$ cat config.mk
export PLATFORM = sky130hd
export DESIGN_NAME = vend_actuator_flat
export DESIGN_NICKNAME = d
export VERILOG_FILES = /design/src/rtl/vend_pkg.sv /design/src/rtl/vend_actuator_if.sv /design/src/rtl/vend_pulse_timer.sv /design/src/rtl/vend_actuator.sv /design/src/flat_wrapper.sv
export SDC_FILE = /design/constraint.sdc
export NUM_CORES = 1
export LEC_CHECK = 0
export CORE_MARGIN = 3
export CORE_UTILIZATION = 45
export CTS_BUF_LIST = sky130_fd_sc_hd__clkbuf_16
export DETAILED_ROUTE_END_ITERATION = 12
export GPL_ROUTABILITY_DRIVEN = 1
export MAX_ROUTING_LAYER = met4
export PLACE_DENSITY = 0.69
export SLEW_MARGIN = 0
export SYNTH_ARGS = -nofsm -noshare
export SYNTH_HDL_FRONTEND = slang
export SYNTH_SLANG_ARGS = --single-unit
$ cat constraint.sdc
create_clock -name clk -period 4.2 [get_ports clk]
set_input_delay 0.84 -clock clk [delete_from_list [all_inputs] [get_ports clk]]
set_output_delay 0.84 -clock clk [all_outputs]
set_load 0.02 [all_outputs]
$ cat src/rtl/vend_pkg.sv
// Shared vending definitions: drink codes, prices, actuator state encoding.
// Pure declarations; no timing or flow control of its own.
package vend_pkg;

    localparam logic [1:0] DRINK_NONE   = 2'b00;
    localparam logic [1:0] DRINK_WATER  = 2'b01;
    localparam logic [1:0] DRINK_COKE   = 2'b10;
    localparam logic [1:0] DRINK_COFFEE = 2'b11;

    typedef enum logic [2:0] {
        IDLE,
        DISPENSE,
        EJECT_ON,
        EJECT_GAP,
        DONE
    } vend_state_e;

    // Coin price of each drink; NONE costs nothing.
    function automatic logic [2:0] drink_price(input logic [1:0] drink);
        logic [2:0] price;
        price = 3'd0;
        case (drink)
            DRINK_WATER:  price = 3'd1;
            DRINK_COKE:   price = 3'd2;
            DRINK_COFFEE: price = 3'd3;
            default:      price = 3'd0;
        endcase
        return price;
    endfunction

endpackage

$ cat src/rtl/vend_actuator_if.sv
// Command/mechanism signal bundle between vending FSM, actuator and pins.
// slave = actuator view; master = the side driving commands and motor ack.
interface vend_actuator_if;

    logic [1:0] drink_cmd;
    logic [1:0] refund_cmd;
    logic       motor_done;
    logic       dispense_req;
    logic [1:0] dispense_sel;
    logic       coin_eject;
    logic [2:0] eject_remaining;
    logic       busy;
    logic       vend_done;
    logic       fault;
    logic       overrun;

    modport slave (
        input  drink_cmd, refund_cmd, motor_done,
        output dispense_req, dispense_sel, coin_eject, eject_remaining,
               busy, vend_done, fault, overrun
    );

    modport master (
        output drink_cmd, refund_cmd, motor_done,
        input  dispense_req, dispense_sel, coin_eject, eject_remaining,
               busy, vend_done, fault, overrun
    );

endinterface

$ cat src/rtl/vend_pulse_timer.sv
// Loadable down-counter; tc is high while the count sits at zero.
// An interval of N cycles is timed by loading N-1 on entry; no backpressure.
module vend_pulse_timer #(
    parameter int W = 4
) (
    input  logic         clk,
    input  logic         rst,
    input  logic         load,
    input  logic [W-1:0] load_val,
    output logic         tc
);

    logic [W-1:0] cnt;

    always_ff @(posedge clk or posedge rst) begin
        if (rst) begin
            cnt <= '0;
        end else if (load) begin
            cnt <= load_val;
        end else if (cnt != '0) begin
            cnt <= cnt - W'(1);
        end
    end

    assign tc = (cnt == '0);

endmodule

$ cat src/rtl/vend_actuator.sv
// Executes one drink/refund command: motor handshake, then timed coin pulses, then a done pulse.
// Commands arriving while busy are dropped (overrun). VEND_FAULT_REFUND_EN: refund the price on motor timeout.
module vend_actuator
    import vend_pkg::*;
#(
    parameter int EJECT_ON_CYCLES  = 4,
    parameter int EJECT_GAP_CYCLES = 4,
    parameter int MOTOR_TIMEOUT    = 1024
) (
    input  logic           clk,
    input  logic           rst,
    vend_actuator_if.slave bus
);

    localparam int MAX_ON_GAP = (EJECT_ON_CYCLES > EJECT_GAP_CYCLES) ? EJECT_ON_CYCLES
                                                                     : EJECT_GAP_CYCLES;
    localparam int MAX_CYC    = (MOTOR_TIMEOUT > MAX_ON_GAP) ? MOTOR_TIMEOUT : MAX_ON_GAP;
    localparam int TW         = (MAX_CYC > 1) ? $clog2(MAX_CYC) : 1;

    localparam logic [TW-1:0] MOTOR_LOAD = TW'(MOTOR_TIMEOUT - 1);
    localparam logic [TW-1:0] ON_LOAD    = TW'(EJECT_ON_CYCLES - 1);
    localparam logic [TW-1:0] GAP_LOAD   = TW'(EJECT_GAP_CYCLES - 1);

    vend_state_e state, state_nxt;
    logic [1:0]  drink_q, drink_nxt;
    logic [2:0]  refund_q, refund_nxt;
    logic        fault_q, fault_nxt;
    logic        overrun_q, overrun_nxt;

    logic          cmd_vld;
    logic          tmr_load;
    logic [TW-1:0] tmr_val;
    logic          tmr_tc;

    assign cmd_vld = (bus.drink_cmd != DRINK_NONE) || (bus.refund_cmd != 2'd0);

    vend_pulse_timer #(
        .W (TW)
    ) u_timer (
        .clk      (clk),
        .rst      (rst),
        .load     (tmr_load),
        .load_val (tmr_val),
        .tc       (tmr_tc)
    );

    always_ff @(posedge clk or posedge rst) begin
        if (rst) begin
            state     <= IDLE;
            drink_q   <= DRINK_NONE;
            refund_q  <= 3'd0;
            fault_q   <= 1'b0;
            overrun_q <= 1'b0;
        end else begin
            state     <= state_nxt;
            drink_q   <= drink_nxt;
            refund_q  <= refund_nxt;
            fault_q   <= fault_nxt;
            overrun_q <= overrun_nxt;
        end
    end

    always_comb begin
        state_nxt   = state;
        drink_nxt   = drink_q;
        refund_nxt  = refund_q;
        fault_nxt   = fault_q;
        overrun_nxt = overrun_q | (cmd_vld && (state != IDLE));
        tmr_load    = 1'b0;
        tmr_val     = '0;

        case (state)
            IDLE: begin
                if (cmd_vld) begin
                    drink_nxt  = bus.drink_cmd;
                    refund_nxt = {1'b0, bus.refund_cmd};
                    state_nxt  = (bus.drink_cmd != DRINK_NONE) ? DISPENSE : EJECT_ON;
                end
            end
            DISPENSE: begin
                // A motor ack on the timeout cycle still counts as success.
                if (bus.motor_done) begin
                    state_nxt = (refund_q != 3'd0) ? EJECT_ON : DONE;
                end else if (tmr_tc) begin
                    fault_nxt = 1'b1;
`ifdef VEND_FAULT_REFUND_EN
                    refund_nxt = refund_q + drink_price(drink_q);
`else
                    refund_nxt = refund_q;
`endif
                    state_nxt = (refund_nxt != 3'd0) ? EJECT_ON : DONE;
                end
            end
            EJECT_ON: begin
                if (tmr_tc) begin
                    refund_nxt = refund_q - 3'd1;
                    state_nxt  = EJECT_GAP;
                end
            end
            EJECT_GAP: begin
                if (tmr_tc) begin
                    state_nxt = (refund_q != 3'd0) ? EJECT_ON : DONE;
                end
            end
            DONE: begin
                state_nxt = IDLE;
            end
            default: begin
                state_nxt = IDLE;
            end
        endcase

        // Every timed state is entered from a different state, so a state change marks a new interval.
        if (state_nxt != state) begin
            case (state_nxt)
                DISPENSE:  begin tmr_load = 1'b1; tmr_val = MOTOR_LOAD; end
                EJECT_ON:  begin tmr_load = 1'b1; tmr_val = ON_LOAD;    end
                EJECT_GAP: begin tmr_load = 1'b1; tmr_val = GAP_LOAD;   end
                default:   begin tmr_load = 1'b0; tmr_val = '0;         end
            endcase
        end
    end

    // Pin drives decode the state register directly so reset drops them without a clock.
    assign bus.dispense_req    = (state == DISPENSE);
    assign bus.dispense_sel    = (state == DISPENSE) ? drink_q : DRINK_NONE;
    assign bus.coin_eject      = (state == EJECT_ON);
    assign bus.eject_remaining = refund_q;
    assign bus.busy            = (state != IDLE);
    assign bus.vend_done       = (state == DONE);
    assign bus.fault           = fault_q;
    assign bus.overrun         = overrun_q;

endmodule

$ cat src/flat_wrapper.sv
// flat-port wrapper written by rule: the top's interface ports become plain ports
module vend_actuator_flat import vend_pkg::*;
#(
    parameter int EJECT_ON_CYCLES  = 4,
    parameter int EJECT_GAP_CYCLES = 4,
    parameter int MOTOR_TIMEOUT    = 1024
)
  (clk, rst, bus_drink_cmd, bus_refund_cmd, bus_motor_done, bus_dispense_req, bus_dispense_sel, bus_coin_eject, bus_eject_remaining, bus_busy, bus_vend_done, bus_fault, bus_overrun);
  vend_actuator_if bus_i ();
  input  logic clk;
  input  logic rst;
  input wire logic [$bits(bus_i.drink_cmd)-1:0] bus_drink_cmd;
  input wire logic [$bits(bus_i.refund_cmd)-1:0] bus_refund_cmd;
  input wire logic [$bits(bus_i.motor_done)-1:0] bus_motor_done;
  output wire logic [$bits(bus_i.dispense_req)-1:0] bus_dispense_req;
  output wire logic [$bits(bus_i.dispense_sel)-1:0] bus_dispense_sel;
  output wire logic [$bits(bus_i.coin_eject)-1:0] bus_coin_eject;
  output wire logic [$bits(bus_i.eject_remaining)-1:0] bus_eject_remaining;
  output wire logic [$bits(bus_i.busy)-1:0] bus_busy;
  output wire logic [$bits(bus_i.vend_done)-1:0] bus_vend_done;
  output wire logic [$bits(bus_i.fault)-1:0] bus_fault;
  output wire logic [$bits(bus_i.overrun)-1:0] bus_overrun;
  assign bus_i.drink_cmd = bus_drink_cmd;
  assign bus_i.refund_cmd = bus_refund_cmd;
  assign bus_i.motor_done = bus_motor_done;
  assign bus_dispense_req = bus_i.dispense_req;
  assign bus_dispense_sel = bus_i.dispense_sel;
  assign bus_coin_eject = bus_i.coin_eject;
  assign bus_eject_remaining = bus_i.eject_remaining;
  assign bus_busy = bus_i.busy;
  assign bus_vend_done = bus_i.vend_done;
  assign bus_fault = bus_i.fault;
  assign bus_overrun = bus_i.overrun;
  vend_actuator #(.EJECT_ON_CYCLES(EJECT_ON_CYCLES), .EJECT_GAP_CYCLES(EJECT_GAP_CYCLES), .MOTOR_TIMEOUT(MOTOR_TIMEOUT)) u_core (.clk(clk), .rst(rst), .bus(bus_i));
endmodule
**Word-level counts from Yosys, hierarchy flattened**

Index checks and enable logic that the tools add are counted.
W data, S select, Z words.

- Input bits: 7
- Register bits after elaboration: 20
- Logic and storage cells: 53

- Eq/ne operators: 10
- $add $sub $neg: 2
- Bitwise operators: 2
- Muxes and demuxes: 17
- Reduce and logical (&&, ||, !) cells: 16

Operators by type and width:

| cell | count |
|---|---|
| $mux W10 | 3 |
| $mux W3 | 7 |
| $pmux W10 S2 | 1 |
| $eq A3 B2 Y1 const B | 4 |
| $pmux W3 S4 | 1 |
| $logic_not A10 Y1 | 1 |
| $reduce_bool A10 Y1 | 1 |
| $sub A10 B1 Y10 const B | 1 |
| $reduce_bool A2 Y1 | 4 |
| $eq A3 B1 Y1 const B | 2 |
| $pmux W3 S2 | 1 |
| $reduce_and A3 Y1 | 2 |
| $reduce_bool A3 Y1 | 2 |
| $mux W2 | 2 |
| $ne A2 B1 Y1 const B | 2 |
| $eq A3 B3 Y1 const B | 1 |
| $logic_not A3 Y1 | 1 |
| $ne A3 B3 Y1 | 1 |
| $reduce_or A3 Y1 | 1 |
| $sub A3 B1 Y3 const B | 1 |
| $mux W1 | 2 |
| $reduce_and A2 Y1 | 1 |
| $reduce_or A2 Y1 | 1 |
| $logic_and A1 B1 Y1 | 1 |
| 3 further kinds | 3 |

**Longest topological paths before layout**

- Word-level depth: 10
- Gate-level depth with buffers: 8
- Depth with buffers taken out: 7

**Hierarchy**

From an unflattened synthesis, not the netlist that was laid out.

- Cell total of the unflattened synthesis: 142
- Area, all modules: 1345.0 um2

Modules (own cells, without submodules):

| module | area each (um2) | times used | cells an instance | seq. area each (um2) |
|---|---|---|---|---|
| vend_pulse_timer | 693.2 | 1 | 76 | 250.2 |
| vend_actuator | 651.9 | 1 | 66 | 250.2 |

**Worst setup path before layout**

No wires, ideal clock.

- Path kind: reg2reg
- From: reg u_core.u_timer.cnt[0]
- To: reg u_core.u_timer.cnt[1]
- Stages on the path, launching flop included: 9
- Arrival time: 2.352 ns
- Path buffers: 1
- Slack: 1.716 ns
- Cells stage by stage: dfrtp_1 > inv_1 > ha_1 > or4b_4 > or3_1 > buf_2 > o41ai_4 > a21oi_2 > or3_1

- Longest elaborated chain between the ends: 9
- Elaborated cells on any way between the ends: 20

RTL lines:

| element | line | source |
|---|---|---|
| from (decl) | vend_pulse_timer.sv:13 | `logic [W-1:0] cnt;` |
| from (signal assigned) | vend_pulse_timer.sv:19 | `cnt <= load_val;` |
| from (signal assigned) | vend_pulse_timer.sv:21 | `cnt <= cnt - W'(1);` |
| $logic_not A10 Y1 | vend_pulse_timer.sv:25 | `assign tc = (cnt == '0);` |
| $mux W3 | vend_actuator.sv:84, vend_actuator.sv:101 |  |
| $mux W3 | vend_actuator.sv:82 | `if (bus.motor_done) begin` |
| $pmux W3 S4 | vend_actuator.sv:72 | `case (state)` |
| $eq A3 B2 Y1 / $eq A3 B1 Y1 (equally long branches) | vend_actuator.sv:115 | `case (state_nxt)` |
| $reduce_or A2 Y1 (no source line) / $reduce_or A3 Y1 (equally long branches) | - |  |
| $pmux W10 S2 / $mux W1 (equally long branches) | vend_actuator.sv:115 |  |
| $mux W10 / $mux W1 (equally long branches) | vend_actuator.sv:114 | `if (state_nxt != state) begin` |
| $mux W10 / $reduce_bool A2 Y1 (equally long branches) | - |  |

Parallel ways exist; a longest one is shown, timed or not. The select of a mux whose other input is x is not followed.
A chain may end at the register's enable or synchronous reset.

**Final worst setup path**

- From: reg u_core.state[2]
- To: out bus_coin_eject

- Longest elaborated chain between the ends: 1

RTL lines:

| element | line | source |
|---|---|---|
| from (decl) | vend_actuator.sv:24 | `vend_state_e state, state_nxt;` |
| from (signal assigned) | vend_actuator.sv:55 | `state <= state_nxt;` |
| $eq A3 B2 Y1 | vend_actuator.sv:127 | `assign bus.coin_eject = (state == EJECT_ON);` |
| to (decl) | flat_wrapper.sv:17 | `output wire logic [$bits(bus_i.coin_eject)-1:0] bus_coin_eject;` |

Every way passes these cells.

==> key figures <==
Detailed routing
  – DR WL/cell: between 15 and 20 um
  – Pre-Repair DR Iteration Count: 4
  – Via count: approximately 920
  – Detail Route Antenna Nets: 0
  – DRT Wirelength: between 2 and 3 mm
  – DR iter-0 viols: 21
  – Vias/cell: 5.60
  – DRC: 0

Place
  – Buffers on Ports: 17
  – Placed Cells: 160
  – Post-DP HPWL: 1.79 mm
  – Routability Congestion: 0.788

Power and ir drop
  – Power per cell area: 638 nW/um^2
  – Peak supply drop: around 0.34 mV
  – Leak: approximately 0.62 nW

Finish
  – Finished Layout Cells: 164
  – FILL cells: 190
  – Area delta synth->final: 25.6%
  – Share of layout cells above drive strength 1: under 10%
  – Storage cell area: ~500 sq um
  – # nets final: between 100 and 150
  – Area occupied by multi-input gates: 572 sq um
  – Antenna cells: 0

Critical path
  – Worst Path Required: approximately 3.4 ns
  – Worst setup EP type: output pin
  – Critical path class: reg2out
  – CP Max Fanout: 7
  – Setup crit start kind: register
  – Critical Path AT: between 1.5 and 2 ns

Synth
  – Post-Syn Nets: roughly 130
  – #FFs+latches synth: 20
  – Synthesized cell area: approximately 1100 sq um
  – Cells after synthesis: ~120
  – Post-synthesis area per instance: between 9 and 10 sq um
  – Count of cell types in the netlist: 34
  – Top-area cell type share of the netlist area: between 40% and 50%
  – Sequential area share after synthesis: between 40 and 50%
  – Yosys warnings: 0
  – Largest cells by area after synthesis: dfrtp_1, xnor2_1, o31ai_1
  – Cell taking the most area after synthesis: dfrtp_1

Run status
  – Status: finished clean

Floorplan
  – Die width: 55.9 um
  – Core area: around 2300 sq um
  – FP Rows: 17
  – Starting Density: 49.1%
  – IO Pins: 18
  – Die area: ~3100 sq um
  – Die H: 55.9 um

CTS
  – Hold-fix buffers, CTS: 0
  – Total CTS buffers: 3
  – Clk sinks: 20
  – Clk buf depth: 2
  – Root Driver: clkbuf_16
  – Clk_lat worst skew: ~0.25 ns
  – Postcts setup bufs: 0
  – TritonCTS clock tree: yes
  – Clock slew at reported path FFs: ~0.060 ns
  – H-tree Lvls: 1
  – Post-cts resize count: 0

STA
  – Tmin final: around 2.8 ns
  – Clock Skews: roughly 0.0013 ns
  – Final Hold Vio Count: 0
  – RSZ-0062 raised after global routing: false
  – Crit share post-route: 67.5%
  – Setup TNS: 0 ns
  – Final setup viols: 0
  – Max-slew violations: 0
  – Worst Max-Slew Pin Slew: between 0.7 and 0.8 ns
  – Fmax: between 300 and 400 MHz
  – Rel. slew slack: between 40% and 50%

Global route
  – Initial antenna violation count: 0
  – Vias in the first global route: approximately 930
  – Grt met1 use: between 20 and 25%
  – Grt total ovfl: 0
  – GRT busiest layer: met2
  – M2 GR Usage: between 20% and 30%
  – Global-route wire length before repair: 4.35 mm
  – Largest net degree at the start of global routing: 21
  – M3 GR Usage: between 3 and 4%
  – Total GRT Usage: 18.2%

Flow run
  – Max Cap Violations: 0

Worst hold path
  – Worst Hold Class: reg2reg
[cells in the final DEF, fill, tap and decap left out, types with 2 or more instances in the layout]
cell type / synthesis / routed
and2_1: 2 / 2
nor4_1: 2 / 2
o21ai_1: 3 / 3
buf_4: 0 / 2
nor3_1: 6 / 6
or3_1: 3 / 3
o21ai_0: 3 / 3
nand2b_1: 3 / 3
ha_1: 3 / 3
or4_1: 3 / 3
nand2_1: 8 / 8
nor3b_1: 2 / 2
dfrtp_1: 20 / 20
clkdlybuf4s50_1: 0 / 17
o31ai_1: 6 / 6
a22o_1: 2 / 2
inv_1: 9 / 9
a21oi_1: 3 / 3
a21o_1: 4 / 4
xnor2_1: 8 / 8
nor2_1: 10 / 10
clkbuf_16: 0 / 3
[path summary, 6_finish.rpt]
kind                                        from                     to  slack [ns]  cells after the start
min reg2reg                   u_core.bus.overrun     u_core.bus.overrun        0.45                      1
min in group asynchronous                    rst  u_core.u_timer.cnt[0]        1.02                      2
max reg2reg                u_core.u_timer.cnt[0]  u_core.u_timer.cnt[0]        1.46                      7
max in group asynchronous                    rst  u_core.u_timer.cnt[5]        2.69                      2
max                              u_core.state[2]         bus_coin_eject        1.37                      4
min                           u_core.bus.overrun     u_core.bus.overrun        0.45                      1
[final cells by class]
| cell class | instances | share of cell area [%] |
|---|---|---|
| clock buffers | 3 | 5.34 |
| clock inverters | 1 | 0.267 |
| inverters | 9 | 2.40 |
| multi-input cells | 84 | 40.7 |
| flip-flops and latches | 20 | 35.6 |
| well taps | 28 | 2.49 |
| repair buffers | 19 | 13.2 |
[stage by stage]
| step | utilization [%] | hold slack (ns) | cell area [sq um] | worst slack, ns | power, W |
|---|---|---|---|---|---|
| 2_1_floorplan | - | 0.458 | 1120 | 1.72 | 0.000589 |
| 3_3_place_gp | 58.3 | 0.438 | 1330 | 1.30 | 0.000683 |
| 3_5_place_dp | 58.3 | 0.446 | 1330 | 1.27 | 0.000696 |
| 4_1_cts | 61.7 | 0.458 | 1410 | 1.37 | 0.000902 |
| 5_1_grt | 61.7 | 0.484 | 1410 | 1.30 | 0.000963 |
| 6_report | 61.7 | 0.452 | 1410 | 1.37 | 0.000896 |
[worst max-delay path, cell delays in order, from the launching register on]
cell and delay, ns:
dfrtp_1 0.46, nand2b_1 0.20, or2_2 0.34, inv_1 0.13, clkdlybuf4s50_1 0.62
[state kept, by name, indices dropped and copies added (netlist names)]
signal	flops
u_core.bus.eject_remaining	3
u_core.bus.fault	1
u_core.bus.overrun	1
u_core.state	3
u_core.drink_q	2
u_core.u_timer.cnt	10
[synth_stat cells]
cell type and number:
a2111oi_0 1, a211oi_1 1, a21boi_1 1, a21o_1 4, a21oi_1 3, a21oi_2 1, a22o_1 2, a31oi_1 1
and2_1 2, and4b_1 1, buf_2 1, clkbuf_1 2, dfrtp_1 20, ha_1 3, inv_1 9, mux2i_1 1
nand2_1 8, nand2b_1 3, nand3_1 1, nor2_1 10, nor3_1 6, nor3b_1 2, nor4_1 2, o21ai_0 3
o21ai_1 3, o221ai_1 1, o31ai_1 6, o41ai_4 1, or2_2 1, or3_1 3, or4_1 3, or4b_4 1
xnor2_1 8, xor2_1 1
[power by group]
group	internal (W)	leakage (nW)	switching, W
sequential	0.000271	0.236	0.0000808
combinational	0.000166	0.342	0.000178
clock	0.000127	0.0385	0.0000732
[cell families (layout without fill, tap and decap cells)]
logic type / Yosys count / count (layout) / synth area share (%)
xor+xnor: 9 / 9 / 7.05
simple gates: 43 / 43 / 20.8
buf+inv: 12 / 32 / 4.14
mux: 1 / 1 / 0.895
flops: 20 / 20 / 44.7
compound gates: 28 / 28 / 19.0
fa+ha+maj: 3 / 3 / 3.36
[metal layers]
layer / share of wire, % / up-vias
li1: - / 455
met1: 48 / 442
met2: 47 / 17
met3: 2.8 / 5
met4: 1.6 / 0
met5: 0 / -
Note: power is estimated with default switching activity, not from simulation.
